[src/rtl/reg_write_queue.sv]
// Buffered write queue feeding the register file's single write port, drained whenever writeback is idle.
// Optional decode forwarding of pending values is enabled by defining REG_WRITE_QUEUE_BYPASS_EN.
module reg_write_queue #(
    parameter int DEPTH  = 4,
    parameter int DATA_W = 32,
    parameter int ADDR_W = 5
) (
    input  logic                     clk,
    input  logic                     rst_n,
    input  logic                     in_valid,
    output logic                     in_ready,
    input  logic [ADDR_W-1:0]        in_reg,
    input  logic [DATA_W-1:0]        in_data,
    input  logic                     wb_busy,
    output logic                     regWrite,
    output logic [ADDR_W-1:0]        writeReg,
    output logic [DATA_W-1:0]        writeData,
    input  logic [ADDR_W-1:0]        lk_reg,
    output logic                     lk_hit,
    output logic [DATA_W-1:0]        lk_data,
    output logic [$clog2(DEPTH):0]   count
);

    localparam int PTR_W = $clog2(DEPTH);
    localparam int CNT_W = PTR_W + 1;

    logic [ADDR_W-1:0] entryReg  [DEPTH];
    logic [DATA_W-1:0] entryData [DEPTH];

    logic [PTR_W-1:0] headPtr;
    logic [PTR_W-1:0] tailPtr;
    logic [CNT_W-1:0] countReg;

    logic notEmpty;
    logic push;
    logic enq;
    logic pop;

    assign notEmpty = (countReg != '0);
    assign in_ready = (countReg != CNT_W'(DEPTH));
    assign push     = in_valid && in_ready;
    // Register 0 is hardwired, so its writes complete the handshake but are dropped.
    assign enq      = push && (in_reg != '0);
    assign pop      = notEmpty && !wb_busy;

    always_ff @(posedge clk or negedge rst_n) begin
        if (!rst_n) begin
            headPtr  <= '0;
            tailPtr  <= '0;
            countReg <= '0;
        end else begin
            if (enq) begin
                tailPtr <= tailPtr + 1'b1;
            end
            if (pop) begin
                headPtr <= headPtr + 1'b1;
            end
            case ({enq, pop})
                2'b10:   countReg <= countReg + 1'b1;
                2'b01:   countReg <= countReg - 1'b1;
                default: countReg <= countReg;
            endcase
        end
    end

    always_ff @(posedge clk) begin
        if (enq) begin
            entryReg[tailPtr]  <= in_reg;
            entryData[tailPtr] <= in_data;
        end
    end

    assign regWrite  = pop;
    assign writeReg  = notEmpty ? entryReg[headPtr]  : '0;
    assign writeData = notEmpty ? entryData[headPtr] : '0;
    assign count     = countReg;

`ifdef REG_WRITE_QUEUE_BYPASS_EN
    logic [DEPTH-1:0] slotMatch;
    logic [PTR_W-1:0] scanIdx;
    logic             hitComb;
    logic [DATA_W-1:0] dataComb;

    // A slot is pending when its distance from the head is below the occupancy.
    for (genvar gi = 0; gi < DEPTH; gi++) begin : gSlot
        logic [PTR_W-1:0] slotAge;
        assign slotAge       = PTR_W'(gi) - headPtr;
        assign slotMatch[gi] = ({1'b0, slotAge} < countReg) && (entryReg[gi] == lk_reg);
    end

    // Scan oldest to youngest so the last match wins.
    always_comb begin
        hitComb  = 1'b0;
        dataComb = '0;
        scanIdx  = headPtr;
        for (int k = 0; k < DEPTH; k++) begin
            scanIdx = headPtr + PTR_W'(k);
            if (slotMatch[scanIdx] && (lk_reg != '0)) begin
                hitComb  = 1'b1;
                dataComb = entryData[scanIdx];
            end
        end
    end

    assign lk_hit  = hitComb;
    assign lk_data = dataComb;
`else
    logic unusedLk;
    assign unusedLk = ^lk_reg;
    assign lk_hit   = 1'b0;
    assign lk_data  = '0;
`endif

endmodule

[config.mk]
export PLATFORM = sky130hd
export DESIGN_NAME = reg_write_queue
export DESIGN_NICKNAME = d
export VERILOG_FILES = /design/src/rtl/reg_write_queue.sv
export SDC_FILE = /design/constraint.sdc
export NUM_CORES = 1
export LEC_CHECK = 0
export BUFFER_PORTS_ARGS = -buffer_cell sky130_fd_sc_hd__buf_4
export CAP_MARGIN = 40
export CORE_UTILIZATION = 55
export DETAILED_ROUTE_END_ITERATION = 16
export PLACE_DENSITY = 0.85
export SLEW_MARGIN = 20
export SYNTH_ARGS = -nofsm -noshare
export SYNTH_HDL_FRONTEND = slang
export SYNTH_SLANG_ARGS = --single-unit
[constraint.sdc]
create_clock -name clk -period 2.6 [get_ports clk]
set_input_delay 0.52 -clock clk [delete_from_list [all_inputs] [get_ports clk]]
set_output_delay 0.52 -clock clk [all_outputs]
set_load 0.1 [all_outputs]
==> results.yml, run 1 <==
status:
  outcome: "complete, no violations"
global_route:
  grt_pass1_vias: 3139
  overflow: 0
  grt_util_met1_pct: 25.8
  grt_antenna_before_repair: 0
  grt_max_degree: 30
  grt.met3_usage_pct: 6.46
  groute.layer.met2.usage_pct: 33.6
  grt_pass1_wl_mm: 16.8
  top_usage_layer: "met2"
  grt_use_total_pct: 20.3
layout:
  insertedDiodeCount: 0
  post_route_cells_drive_above_1_share_pct: 51.2
  syn_to_final_growth_pct: 25.0
  stdcell_area_um2: 7830
  fin_nets: 463
  fillerInstances: 649
  area_of_the_multi_input_gates_um2: 1560
  finalCoreUtilization_pct: 71.3
  combined_flip_flop_and_latch_cell_area_um2: 4630
clocking:
  cts-buffers-inserted: 17
  clock_sink_count: 155
  cts_buffer_depth: 2
  clkSlewWorstSetupHoldPaths_ns: 0.06
  cts_tree: "yes"
  h_tree_depth: 4
  clock_latency_on_the_worst_skew_pair_ns: 0.41
  cts-root-buf: "sky130_fd_sc_hd__clkbuf_16"
floorplan:
  pin_count: 121
  die_y_um: 109
  core_area_um2: 11000
  row_count: 38
  fp.dieW_um: 109
  initial_core_util_pct: 57.1
  dieArea_um2: 11800
synthesis:
  yosys_warnings: 0
  yosysUniqueCellTypes: 23
  synth_top_family_by_area: "multiplexers"
  postSynthRegisterBits: 155
  yosysSeqAreaShare_pct: 73.7
  postSynth.topFlopCell: "sky130_fd_sc_hd__edfxtp_1"
  synth.mux.area_fraction_pct: 13.7
  synthesis.area_um2: 6270
  synth_compound_gate_area_share_pct: 0.280
  leading_post_synthesis_cells_by_cell_area: "sky130_fd_sc_hd__edfxtp_1 71%, sky130_fd_sc_hd__mux4_2 13%, sky130_fd_sc_hd__buf_4 4.2%"
  parity_gate_share_of_the_synthesized_area_counting_xor_and_xnor_cells_pct: 0.839
  syn-mean-instance-area_um2: 20.5
  synth_top_area_share_pct: 70.9
  synthCells: 306
  synth-edff-count: 148
  yosys.area_share.simple_pct: 4.81
  yosys.cell_count.top_type: "sky130_fd_sc_hd__edfxtp_1"
  synth_common_cells: "148 x sky130_fd_sc_hd__edfxtp_1, 37 x sky130_fd_sc_hd__mux4_2, 37 x sky130_fd_sc_hd__nor2b_1"
  synth_async_sr_flop_share_pct: 4.52
  synth_area_in_adders_pct: 1.32
  post-synth-top-area-cell: "sky130_fd_sc_hd__edfxtp_1"
sta:
  timing.clock.skew_ns: 0.00479
  minimum_clock_period_after_layout_ns: 2.53
  hold_slack_ns: 0.309
  fin_crit_sh_pct: 97.4
  finalSetupViolations: 0
  timing.final.max_slew_violations: 0
  rsz0062_at_grt: "no"
  fmax_ghz: 0.395
  finalSetupTns_ns: 0
  report.final.hold_viol_count: 0
worst_setup_path:
  crit_start: "headPtr[0]"
  critPathBufInv: 2
  cp_cell_sequence: "buf_12 -> mux4_2 -> nor2b_2 -> buf_4"
  worstPathMaxFanout: 15
  critical_path.max_stage_delay_ns: 0.52
  cp_slowest_cell: "sky130_fd_sc_hd__mux4_2"
  endpoint_kind: "output pin"
  timing_worst_setup_path_type: "reg2out"
  r2r_start: "count[1]"
  worst-r2r-setup-slack_ns: 0.36
  worstPathRequired_ns: 2.08
  worst-endpoint-arrival_ns: 2.01
  cp_top_family: "multiplexers"
  worstSetupStartpointType: "flip-flop"
drt:
  first_pass_iters: 4
  route.vias.total: 3050
  wire_per_inst_um: 19.3
  finalWirelength_mm: 10.9
  drt.antenna.violating_nets: 0
  routed_via_density: 5.41
  remaining_drc_errors: 0
  first_iter_violations: 146
place:
  cell_area_after_placement_um2: 7200
  io_buffer_count: 82
  rd_place_congestion: 0.700
  hpwl_mm: 6.78
run:
  drv_cap: 0
min_path:
  min_from: "in_data[24]"
  worstHoldPathType: "in2reg"
## cell families (layout without fill, tap and decap cells)
kind of cell,after synthesis,in the layout
AND/OR/NAND/NOR,47,47
XOR/XNOR,6,6
other,1,33
multiplexers,39,39
AO/OA/AOI/OAI,1,1
buffers and inverters,51,137
adder cells (fa/ha/maj),6,6
flip-flops,155,155
## layout make-up
type                            count  area share (%)
Tap cell                          140            2.24
Sequential cell                   155            59.2
Multi-Input combinational cell    132            19.9
Timing Repair Buffer               99            10.8
Inverter                            6           0.288
Clock inverter                     11            1.87
Clock buffer                       21            5.75
## state kept, by name (all words and copies together), names as in the netlist
signal     count
entryData    128
entryReg      20
count          3
headPtr        2
tailPtr        2
## worst paths after layout
path	endpoint	cells after the start
max	writeData[15]	4
min	entryData[1][24]	1
max reg2reg	count[2]	9
min reg2reg	count[2]	1
max in group asynchronous	count[1]	2
min in group asynchronous	count[0]	2
## what timing repair did
| item | in CTS | in global routing |
|---|---|---|
| hold buffers | 1 | 0 |
| endpoints found under the setup margin | 33 | 3 |
| buffers inserted | 2 | 0 |
| resized for setup | 0 | 4 |
| endpoints found under the hold margin | 7 | 0 |
## per-layer routing
| metal | vias up | part of all wire (%) |
|---|---|---|
| met4 | 0 | 0.94 |
| met5 | - | 0 |
| li1 | 1335 | - |
| met1 | 1567 | 42 |
| met2 | 137 | 52 |
| met3 | 11 | 5.6 |
## cells in the final DEF (no fill, tap or decap), types with 6 or more instances in the layout
master and count:
sky130_fd_sc_hd__mux4_2 37, sky130_fd_sc_hd__inv_1 6, sky130_fd_sc_hd__buf_4 87, sky130_fd_sc_hd__clkbuf_16 17, sky130_fd_sc_hd__nor2b_2 37, sky130_fd_sc_hd__edfxtp_1 148, sky130_fd_sc_hd__buf_12 7, sky130_fd_sc_hd__conb_1 33
## through the flow
step	setup WS [ns]	instances
6_report	0.0687	564
3_5_place_dp	-0.00963	529
3_3_place_gp	0.0628	529
4_1_cts	0.0137	564
2_1_floorplan	-0.0544	338
5_1_grt	0.00175	564
## worst register-to-register path, stage by stage (launching register included)
cell,delay [ns]
sky130_fd_sc_hd__dfrtp_4,0.50
sky130_fd_sc_hd__or3b_4,0.41
sky130_fd_sc_hd__o211a_4,0.15
sky130_fd_sc_hd__inv_1,0.09
sky130_fd_sc_hd__ha_4,0.14
sky130_fd_sc_hd__inv_1,0.04
sky130_fd_sc_hd__fa_1,0.39
sky130_fd_sc_hd__xor2_1,0.17
sky130_fd_sc_hd__nor2_1,0.11
sky130_fd_sc_hd__xor2_1,0.16
Power of run 1 is not shown: default switching activity piles up to over one toggle a cycle in this logic, so the estimate is an artifact.
==> inputs of run 2 (changes only) <==
- CELL_PAD_IN_SITES_DETAIL_PLACEMENT: default -> 1
- CELL_PAD_IN_SITES_GLOBAL_PLACEMENT: default -> 1
- CORE_UTILIZATION: 55 -> 47
==> results.yml, run 2 (synthesis results as in run 1) <==
clocking:
  cts_tree: "yes"
  h_tree_depth: 4
  clock_sink_count: 155
  cts-root-buf: "sky130_fd_sc_hd__clkbuf_16"
  cts_buffer_depth: 2
  clkSlewWorstSetupHoldPaths_ns: 0.06
  clock_latency_on_the_worst_skew_pair_ns: 0.42
  cts-buffers-inserted: 17
drt:
  finalWirelength_mm: 12.7
  routed_via_density: 5.03
  route.vias.total: 3032
  drt.antenna.violating_nets: 0
  remaining_drc_errors: 0
  first_iter_violations: 149
  wire_per_inst_um: 21.1
  first_pass_iters: 4
min_path:
  worstHoldPathType: "in2reg"
  min_from: "in_data[4]"
worst_setup_path:
  cp_top_family: "buffers and inverters"
  r2r_start: "count[1]"
  critical_path.max_stage_delay_ns: 0.49
  worstPathRequired_ns: 2.08
  critPathBufInv: 3
  crit_start: "headPtr[0]"
  worst-endpoint-arrival_ns: 2.02
  endpoint_kind: "output pin"
  worstPathMaxFanout: 8
  cp_cell_sequence: "buf_12 -> clkbuf_16 -> mux4_2 -> nor2b_2 -> buf_4"
  timing_worst_setup_path_type: "reg2out"
  cp_slowest_cell: "sky130_fd_sc_hd__mux4_2"
  worstSetupStartpointType: "flip-flop"
layout:
  largest_register: "entryData"
  fillerInstances: 1098
  combined_flip_flop_and_latch_cell_area_um2: 4640
  final_common_cell: "sky130_fd_sc_hd__edfxtp_1"
  insertedDiodeCount: 0
  most-common-layout-cells: "148 x sky130_fd_sc_hd__edfxtp_1, 92 x sky130_fd_sc_hd__buf_4, 37 x sky130_fd_sc_hd__mux4_2, 37 x sky130_fd_sc_hd__nor2b_2, 33 x sky130_fd_sc_hd__conb_1"
  post_route_cells_drive_above_1_share_pct: 52.0
  finalCoreUtilization_pct: 62.1
  area_of_the_multi_input_gates_um2: 1560
  largest_reg_flops: 128
  syn_to_final_growth_pct: 27.1
  final_cell_count_no_fill: 603
  fin_nets: 470
sta:
  timing.clock.skew_ns: 0.00824
  fmax_ghz: 0.394
  finalSetupViolations: 0
  fin_crit_sh_pct: 97.5
  timing.final.max_slew_violations: 0
  report.final.hold_viol_count: 0
  minimum_clock_period_after_layout_ns: 2.54
global_route:
  grt_use_total_pct: 19.6
  grt_max_degree: 28
  grt_pass1_wl_mm: 19.2
  overflow: 0
  grt_pass1_vias: 3392
  grt_antenna_before_repair: 0
floorplan:
  pin_count: 121
  die_y_um: 117
  fp.dieW_um: 117
  initial_core_util_pct: 48.9
  row_count: 41
  dieArea_um2: 13800
  core_area_um2: 12800
run:
  drv_cap: 0
place:
  dpl.cell_count: 564
  hpwl_mm: 8.10
  io_buffer_count: 82
  rd_place_congestion: 0.754
status:
  outcome: "complete, no violations"
run 2: through the flow:
step                cell area [um2]  TNS [ns]  worst slack, ns  hold slack (ns)
finish                         7960         0           0.0642            0.298
global route                   7960   -0.0182          -0.0118            0.279
CTS                            7880         0          0.00120            0.276
detailed placement             7250   -0.0322          -0.0322            0.344
global placement               7250         0           0.0459            0.337
floorplan                      6510    -0.589          -0.0544            0.224
run 2: timing repair:
action | in CTS | in global routing
gates resized for setup | 5 | 0
hold buffers | 1 | 0
setup endpoints to repair | 33 | 29
hold endpoints to repair | 7 | 0
gates cloned | 0 | 2
buffers inserted | 1 | 3
run 2: layout make-up:
type | count | area share [%]
timing repair buffer | 106 | 11.8
sequential | 155 | 58.2
clock inverter | 9 | 1.51
inverter | 6 | 0.283
tap | 172 | 2.70
clock buffer | 23 | 6.00
multi-input combinational | 132 | 19.5
run 2: per-layer routing:
| layer | vias up | wire length (um) | track usage, % | part of all wire [%] |
|---|---|---|---|---|
| met3 | 11 | 642 | 5.81 | 5.0 |
| met4 | 0 | 146 | 6.89 | 1.1 |
| li1 | 1346 | - | - | - |
| met5 | - | 0 | 0 | 0 |
| met1 | 1562 | 5230 | 23.7 | 41 |
| met2 | 113 | 6690 | 33.5 | 53 |
run 2: worst register-to-register path, delay by kind of cell (launching register included):
| family | cells | cell delay (ns) |
|---|---|---|
| adders and majority gates | 2 | 0.54 |
| and+or+nand+nor | 2 | 0.56 |
| xor gates and xnor gates | 2 | 0.32 |
| AOI/OAI and AO/OA | 1 | 0.15 |
| DFF | 1 | 0.51 |
| buffers and inverters | 2 | 0.15 |
run 2: path summary, 6_finish.rpt:
path	end	slack, ns	cells after the start
min in group asynchronous	count[2]	0.46	2
setup / recovery	writeReg[2]	0.06	5
hold reg to reg	count[2]	0.57	1
hold / removal	entryData[2][4]	0.30	1
max in group asynchronous	headPtr[1]	1.99	2
setup reg to reg	count[2]	0.29	9
Power of run 2 is left out for the same reason.
==> inputs of run 3 (changes only) <==
- ABC_AREA: default -> 1
- CORE_UTILIZATION: 47 -> 44
- PLACE_DENSITY: 0.85 -> 0.86
==> results.yml, run 3 <==
status:
  outcome: "complete, no violations"
worst_setup_path:
  worst_setup_path_end: "writeData[3]"
  timing_worst_setup_path_type: "reg2out"
  cp.depth: 7
  r2r_start: "count[0]"
  crit_start: "headPtr[0]"
  rr_endpoint: "count[1]"
  worstSetupStartpointType: "flip-flop"
  worst-r2r-setup-slack_ns: 0.42
  critPathBufInv: 3
  r2r_cells: 8
  endpoint_kind: "output pin"
  cp_top_family: "buffers and inverters"
  worstPathMaxFanout: 34
  cp_cell_sequence: "inv_2 -> buf_6 -> nand2_1 -> nand2_1 -> nand2_1 -> a21oi_4 -> buf_4"
  worstPathRequired_ns: 2.08
  cp_slowest_cell: "sky130_fd_sc_hd__dfrtp_2"
  worst-endpoint-arrival_ns: 1.96
  critical_path.max_stage_delay_ns: 0.44
  critical_path.most_common_cell: "sky130_fd_sc_hd__nand2_1"
layout:
  largest_reg_flops: 128
  most-common-layout-cells: "160 x sky130_fd_sc_hd__nand2_1, 148 x sky130_fd_sc_hd__edfxtp_1, 90 x sky130_fd_sc_hd__buf_4"
  post_route_cells_drive_above_1_share_pct: 26.6
  final_common_cell: "sky130_fd_sc_hd__nand2_1"
  fin_nets: 709
  syn_to_final_growth_pct: 26.2
  largest_register: "entryData"
  final_cell_count_no_fill: 854
  fillerInstances: 1488
  insertedDiodeCount: 0
synthesis:
  synth_common_cells: "160 x sky130_fd_sc_hd__nand2_1, 148 x sky130_fd_sc_hd__edfxtp_1, 81 x sky130_fd_sc_hd__nor2_1"
  synthCells: 565
  postSynthRegisterBits: 155
  post-synth-top-area-cell: "sky130_fd_sc_hd__edfxtp_1"
  yosys.cell_count.top_type: "sky130_fd_sc_hd__nand2_1"
  synth_async_sr_flop_share_pct: 4.52
  synth-edff-count: 148
  syn-mean-instance-area_um2: 11.5
  yosysUniqueCellTypes: 20
  postSynth.topFlopCell: "sky130_fd_sc_hd__edfxtp_1"
  synthesis.area_um2: 6510
  synth_top_area_share_pct: 68.2
  yosys_warnings: 0
  leading_post_synthesis_cells_by_cell_area: "sky130_fd_sc_hd__edfxtp_1 68%, sky130_fd_sc_hd__nand2_1 9.2%, sky130_fd_sc_hd__nor2_1 4.7%"
  yosysSeqAreaShare_pct: 70.9
clocking:
  cts_buffer_depth: 2
  cts-buffers-inserted: 17
  clkSlewWorstSetupHoldPaths_ns: 0.06
  h_tree_depth: 4
  clock_sink_count: 155
  clock_latency_on_the_worst_skew_pair_ns: 0.42
  cts-root-buf: "sky130_fd_sc_hd__clkbuf_16"
  cts_tree: "yes"
min_path:
  worstHoldPathType: "in2reg"
global_route:
  grt_antenna_before_repair: 1
  grt_pass1_wl_mm: 23.7
  grt_max_degree: 43
  overflow: 0
  grt_use_total_pct: 21.6
  grt_pass1_vias: 4603
sta:
  report.final.hold_viol_count: 0
  fmax_ghz: 0.402
  fin_crit_sh_pct: 95.6
  timing.final.max_slew_violations: 0
  timing.clock.skew_ns: 0.00617
  finalSetupTns_ns: 0
  rsz0062_at_grt: "no"
  finalSetupViolations: 0
  minimum_clock_period_after_layout_ns: 2.48
run:
  drv_cap: 0
drt:
  wire_per_inst_um: 18.2
  routed_via_density: 5.07
  first_iter_violations: 218
  first_pass_iters: 4
  drt.antenna.violating_nets: 0
  route.vias.total: 4333
  finalWirelength_mm: 15.6
  remaining_drc_errors: 0
place:
  rd_place_congestion: 0.776
  dpl.cell_count: 821
  io_buffer_count: 82
  hpwl_mm: 9.70
floorplan:
  core_area_um2: 14500
  row_count: 44
  die_y_um: 124
  initial_core_util_pct: 45.0
  dieArea_um2: 15300
  pin_count: 121
  fp.dieW_um: 124
## run 3: repair_timing
item / CTS / global route
setup endpoints to repair: 8 / 31
pin swaps: 0 / 0
endpoints found under the hold margin: 7 / 0
hold buffers: 1 / 0
gates cloned: 0 / 0
buffers inserted: 0 / 0
resized for setup: 3 / 8
## run 3: cells by family (layout without fill, tap and decap cells)
logic type	after synthesis	count (layout)	synth area share (%)
AOI/OAI and AO/OA	77	77	5.92
other	1	33	0.0576
DFF	155	155	70.9
buffers and inverters	77	150	7.09
xor gates and xnor gates	3	3	0.403
and+or+nand+nor	246	246	14.3
adders and majority gates	6	6	1.27
## run 3: per-layer routing
layer	track usage (%)	part of all wire [%]	vias up	wire, um
li1	-	-	2022	-
met1	24.0	40	2166	6180
met2	39.2	54	123	8410
met3	6.04	4.7	20	738
met4	7.61	1.5	2	233
met5	0	0.11	-	17
## run 3: worst min-delay path by stage
stage	start	slack [ns]	depth (start not counted)	to
after floorplan	rst_n	0.22	0	count[0]
after global placement	rst_n	0.34	1	count[0]
after detailed placement	rst_n	0.34	1	count[1]
after CTS	in_data[26]	0.27	1	entryData[1][26]
after global routing	in_data[27]	0.28	1	entryData[2][27]
final	in_data[25]	0.30	1	entryData[1][25]
## run 3: cell type report
cell class	instances	area [um2]	area share [%]
inverter	17	70.1	0.852
clock inverter	14	178	2.16
sequential	155	4620	56.3
tap	184	230	2.80
clock buffer	18	429	5.22
multi-input combinational	365	1830	22.3
timing repair buffer	101	853	10.4
## run 3: through the flow
stage	utilization [%]	setup slack, ns	hold slack, ns	cell area [um2]
2_1_floorplan	-	-0.0575	0.224	6900
3_3_place_gp	52.3	0.500	0.337	7570
3_5_place_dp	52.3	0.390	0.342	7570
4_1_cts	56.6	0.00833	0.275	8200
5_1_grt	56.8	0.00558	0.277	8220
6_report	56.8	0.115	0.296	8220
Power of run 3 is left out for the same reason.
